File: config.mk
export PLATFORM = sky130hd
export DESIGN_NAME = drum_env
export DESIGN_NICKNAME = d
export VERILOG_FILES = /design/src/rtl/drum_env.sv
export SDC_FILE = /design/constraint.sdc
export NUM_CORES = 1
export LEC_CHECK = 0
export CAP_MARGIN = 20
export CORE_MARGIN = 1.5
export CORE_UTILIZATION = 30
export DETAILED_ROUTE_END_ITERATION = 8
export PLACE_DENSITY = 0.48
export SLEW_MARGIN = 20
export SYNTH_ARGS = -nofsm -noshare
export SYNTH_HDL_FRONTEND = slang
export SYNTH_SLANG_ARGS = --single-unit
File: constraint.sdc
create_clock -name clk -period 9.82 [get_ports clk]
set_input_delay 0.982 -clock clk [delete_from_list [all_inputs] [get_ports clk]]
set_output_delay 0.982 -clock clk [all_outputs]
set_load 0.005 [all_outputs]
File: src/rtl/drum_env.sv
// drum_env: percussive attack/decay envelope applied to an offset-binary sample stream.
//
// A rising edge on trigger restarts the attack phase from the current envelope
// level. Attack ramps env up by ATTACK_STEP per accepted sample until it reaches
// 255. Decay then lowers env by DECAY_STEP once every DECAY_DIV accepted samples
// until it reaches 0, and the block returns to idle. Every valid sample is scaled
// by the envelope and registered out with one cycle of latency.
//
// Ports
//   clk          : single clock, rising edge
//   reset        : synchronous active-high reset
//   trigger      : strike request (level); only its rising edge acts
//   sample_in    : 8-bit offset-binary input sample (0x80 = zero)
//   sample_valid : single-cycle strobe qualifying sample_in
//   dout         : 8-bit offset-binary enveloped sample
//   dout_valid   : single-cycle strobe qualifying dout (one cycle after sample_valid)
//   env          : current envelope level (0 = silent, 255 = full)
//   busy         : high whenever the envelope state is not IDLE
module drum_env #(
  parameter logic [7:0]  ATTACK_STEP = 8'd32,
  parameter logic [15:0] DECAY_DIV   = 16'd64,
  parameter logic [7:0]  DECAY_STEP  = 8'd1
) (
  input  logic       clk,
  input  logic       reset,
  input  logic       trigger,
  input  logic [7:0] sample_in,
  input  logic       sample_valid,
  output logic [7:0] dout,
  output logic       dout_valid,
  output logic [7:0] env,
  output logic       busy
);

  typedef enum logic [1:0] {
    ST_IDLE   = 2'd0,
    ST_ATTACK = 2'd1,
    ST_DECAY  = 2'd2
  } state_t;

  state_t      r_state;
  state_t      w_state_nxt;
  logic        r_trig_d;
  logic [7:0]  r_env;
  logic [7:0]  w_env_nxt;
  logic [15:0] r_cnt;
  logic [15:0] w_cnt_nxt;
  logic        w_edge;
  logic [7:0]  r_dout_p1;
  logic        r_vld_p1;

  function automatic logic [7:0] sat_add(input logic [7:0] a, input logic [7:0] b);
    logic [8:0] sum;
    sum = {1'b0, a} + {1'b0, b};
    return sum[8] ? 8'hFF : sum[7:0];
  endfunction

  function automatic logic [7:0] sat_sub(input logic [7:0] a, input logic [7:0] b);
    logic [8:0] dif;
    dif = {1'b0, a} - {1'b0, b};
    // a borrow out of bit 8 means the result went below zero
    return dif[8] ? 8'h00 : dif[7:0];
  endfunction

  // Offset-binary sample times envelope: the arithmetic shift floors toward
  // minus infinity, so the result stays within 0x00..0xFE and needs no clamp.
  function automatic logic [7:0] env_scale(input logic [7:0] smp, input logic [7:0] lvl);
    logic signed [8:0]  s9;
    logic signed [16:0] s17;
    logic signed [16:0] e17;
    s9  = $signed({1'b0, smp}) - 9'sd128;
    s17 = {{8{s9[8]}}, s9};
    e17 = $signed({9'b0, lvl});
    return 8'((s17 * e17) >>> 8) + 8'h80;
  endfunction

  assign w_edge = trigger & ~r_trig_d;

  // State register together with the envelope and decay counter
  always_ff @(posedge clk) begin
    if (reset) begin
      r_state  <= ST_IDLE;
      r_env    <= 8'd0;
      r_cnt    <= 16'd0;
      r_trig_d <= 1'b0;
    end else begin
      r_state  <= w_state_nxt;
      r_env    <= w_env_nxt;
      r_cnt    <= w_cnt_nxt;
      r_trig_d <= trigger;
    end
  end

  // Next-state logic; a trigger edge wins over any sample-driven transition
  always_comb begin
    w_state_nxt = r_state;
    w_env_nxt   = r_env;
    w_cnt_nxt   = r_cnt;
    if (w_edge) begin
      w_state_nxt = ST_ATTACK;
      w_cnt_nxt   = 16'd0;
    end else if (sample_valid) begin
      case (r_state)
        ST_ATTACK: begin
          w_env_nxt = sat_add(r_env, ATTACK_STEP);
          if (w_env_nxt == 8'hFF) begin
            w_state_nxt = ST_DECAY;
            w_cnt_nxt   = 16'd0;
          end
        end
        ST_DECAY: begin
          if (r_cnt == DECAY_DIV - 16'd1) begin
            w_cnt_nxt = 16'd0;
            w_env_nxt = sat_sub(r_env, DECAY_STEP);
            if (w_env_nxt == 8'd0) begin
              w_state_nxt = ST_IDLE;
            end
          end else begin
            w_cnt_nxt = r_cnt + 16'd1;
          end
        end
        default: begin
          w_state_nxt = ST_IDLE;
          w_env_nxt   = 8'd0;
          w_cnt_nxt   = 16'd0;
        end
      endcase
    end
  end

  // Output decode
  always_comb begin
    busy = (r_state != ST_IDLE);
  end

  // Stage p0 -> p1: scale the sample by the pre-update envelope
  always_ff @(posedge clk) begin
    if (reset) begin
      r_dout_p1 <= 8'h80;
      r_vld_p1  <= 1'b0;
    end else begin
      r_vld_p1 <= sample_valid;
      if (sample_valid) begin
        r_dout_p1 <= env_scale(sample_in, r_env);
      end
    end
  end

  assign dout       = r_dout_p1;
  assign dout_valid = r_vld_p1;
  assign env        = r_env;

endmodule

==> impl_metrics.py <==
metrics = {
    "floorplan": {
        "fp.dieH_um": 125,
        "start_util_pct": 30.7,
        "core_mm2": 0.0145,
        "die_x_um": 125,
        "die_area_mm2": 0.0155,
        "ios": 30,
        "rows": 44,
    },
    "placement": {
        "dp_hpwl_um": 8080,
        "portBuffers": 29,
        "dp_slack_ns": 4.16,
        "place.gp.congestion": 0.794,
    },
    "critical_path": {
        "crit_family": "adder cells",
        "critPathSlowestCell": "fa_1",
        "path_buf_inv": 4,
        "worstPathMaxFanout": 8,
        "cp_common_cell": "fa_1",
        "setup.worst_path.start_class": "input pin",
        "slowest_delay_ns": 0.59,
        "worstPathCellList": "clkdlybuf4s50_1, nand2b_1, fa_1, inv_1, fa_1, inv_1, fa_1, inv_1, fa_1, ha_1, o21a_1, o21ai_0, o21bai_1, a31o_2, o21ai_0, o21ai_0",
        "setup.worst_path.end_class": "register",
        "worstPathArrival_ns": 5.58,
        "cp.required_ns": 9.97,
        "path_class": "in -> reg",
    },
    "status": {
        "outcome": "completed",
    },
    "yosys": {
        "synth_area_mm2": 0.00444,
        "synth_enable_flop_cells": 0,
        "seq_area_frac_synth_pct": 16.2,
        "synth_fp_nets": 626,
        "ys_top_cells_by_area": "fa_1 22%, dfxtp_1 16%, ha_1 11%, inv_1 6.8%, and2_1 5.5%",
        "synthCells": 527,
        "ys_warn_count": 0,
        "ys_seq_elements": 36,
        "ys_types": 55,
        "syn_area_per_cell_um2": 8.43,
        "yosysTopAreaCell": "fa_1",
        "synth_top_area_share_pct": 22.1,
        "synthArstFlopShare_pct": 0,
        "synthFlopType": "dfxtp_1",
    },
    "clock_network": {
        "clk_pin_slew_ns": 0.06,
        "numCtsBuffers": 5,
        "htree_levels": 2,
        "clk-insertion-delay-late_ns": 0.27,
        "tritoncts": "built",
        "cts_sinks": 36,
        "postCtsHoldBufs": 0,
        "cts_resized": 0,
        "cts_root_buf": "clkbuf_16",
        "cts.path.max_buffers": 2,
        "postCtsSetupRepairBufs": 0,
    },
    "grt": {
        "grt_overflow": 0,
        "grt_pass1_vias": 3764,
        "grt_max_degree": 29,
        "antenna_found_initial": 0,
        "track_usage_pct": 14.7,
        "grt_pass1_wl_um": 19000,
    },
    "pwr": {
        "irDropWorstVdd_uv": 60.2,
        "clkPwrFrac_pct": 50.3,
        "power_switching_w": 0.0000838,
        "p_per_area_mw_per_mm2": 71.8,
        "swShare_pct": 23.1,
        "combPwrFrac_pct": 8.8,
        "leakage_nw": 2.24,
        "power_frac_seq_pct": 40.9,
        "intPower_w": 0.000279,
    },
    "timing": {
        "finalClockSkew_ns": 0.00399,
        "tightest_slew_ns": 0.792,
        "timing.final.crit_period_ns": 5.43,
        "max_freq_mhz": 184,
        "setup_viol": 0,
        "maxSlewHeadroom_pct": 47.1,
        "period_share_pct": 55.2,
        "final_hold_viol_count": 0,
        "fin_tns_setup_ns": 0,
        "grt_setup_unrepaired": "false",
        "fin_ws_ns": 4.39,
        "slew_violations": 0,
    },
    "finish": {
        "area_growth_pct": 13.7,
        "antennaDiodeCount": 0,
        "drive_gt1_share_pct": 5.47,
        "fill_cells": 1519,
        "fin_nets": 646,
    },
    "routing": {
        "vias": 3527,
        "wl_per_cell_um": 14.6,
        "drt-total-wl_um": 10700,
        "ant_nets": 0,
        "dr.pass1.iters": 4,
        "via_per_inst": 4.82,
        "post-route-drc-count": 0,
        "drtIter0Drc": 116,
    },
    "min_path": {
        "hp-class": "reg -> reg",
    },
    "run": {
        "max_cap_violations": 0,
    },
}
state kept, by name (all words and copies together), names as in the netlist:
signal / count
dout: 8
dout_valid: 1
r_trig_d: 1
r_cnt: 16
r_state: 2
env: 8
path summary, 6_finish.rpt:
check                        from                   end  slack [ns]  cells after the start
min          dout[6]$_SDFFE_PP0P_  dout[6]$_SDFFE_PP0P_        0.49                      2
min reg2reg  dout[6]$_SDFFE_PP0P_  dout[6]$_SDFFE_PP0P_        0.49                      2
max reg2reg   env[0]$_SDFFE_PP0P_  dout[3]$_SDFFE_PP0P_        4.85                     15
max                  sample_in[7]  dout[3]$_SDFFE_PP0P_        4.39                     16
per-layer routing:
metal | vias to the layer above | track usage [%] | wire, um
met5 | - | 0 | 0
met4 | 0 | 2.70 | 158
met3 | 8 | 1.20 | 180
met2 | 47 | 23.9 | 4790
met1 | 1728 | 21.4 | 5580
li1 | 1744 | - | -
layout make-up:
type / instances / area (um2) / share of cell area [%]
multi-input combinational: 388 / 3300 / 65.3
sequential: 36 / 721 / 14.3
timing repair buffer: 35 / 335 / 6.64
inverter: 81 / 304 / 6.02
tap: 184 / 230 / 4.56
clock buffer: 6 / 129 / 2.55
clock inverter: 2 / 35.0 / 0.694
kinds of logic after synthesis:
group	share of synthesized area, %
AO/OA/AOI/OAI	11.9
XOR/XNOR	5.52
adder cells (fa/ha/maj)	32.8
buffers and inverters	9.58
flip-flops	16.2
multiplexers	1.18
AND/OR/NAND/NOR	22.8
layout by cell type (no fill, tap or decap), drive strengths merged, types with 11 or more instances in the layout:
master / count
and2: 39
fa: 49
dfxtp: 36
nor2: 33
inv: 81
clkdlybuf4s50: 29
nand3: 14
nand2: 51
a21oi: 23
ha: 38
o21ai: 15
xnor2: 11
xor2: 17
cell usage after synthesis (all sizes together), types with 4 or more instances:
cell    instances
nand4           6
fa             49
inv            81
nor2           33
nor4            4
nand2          51
a31oi           4
xnor2          11
o21ai          15
a21oi          23
ha             38
dfxtp          36
and3            4
and2           39
o31ai           5
buf            10
nor2b           7
a21o            5
nor3            9
o21a            4
nand2b         10
nand3          14
a211oi          4
clkbuf         12
xor2           17
worst register-to-register path, delay by kind of cell (launching register included):
family / cells / cell delay, ns
AO/OA/AOI/OAI: 6 / 1.30
adder cells (fa/ha/maj): 5 / 2.35
buffers and inverters: 3 / 0.15
flip-flops: 1 / 0.75
AND/OR/NAND/NOR: 1 / 0.31
power groups by stage:
stage	combinational (W)	clock, W	sequential, W
3_5_place_dp	0.0000324	0	0.000151
6_report	0.0000321	0.000182	0.000148
3_3_place_gp	0.0000323	0	0.000151
4_1_cts	0.0000325	0.000187	0.000148
5_1_grt	0.0000359	0.000192	0.000148
2_1_floorplan	0.0000181	0	0.000151
metrics by stage:
step	instance area, um2	hold WS [ns]	instances	total power, W	utilization (%)
after floorplan	4440	0.447	527	0.000169	-
after detailed placement	4890	0.463	724	0.000184	33.7
final	5050	0.493	732	0.000363	34.9
after global placement	4890	0.475	724	0.000184	33.7
after CTS	5050	0.489	732	0.000368	34.9
after global routing	5050	0.510	732	0.000376	34.9
No activity file was read; power rests on OpenSTA's default activity.
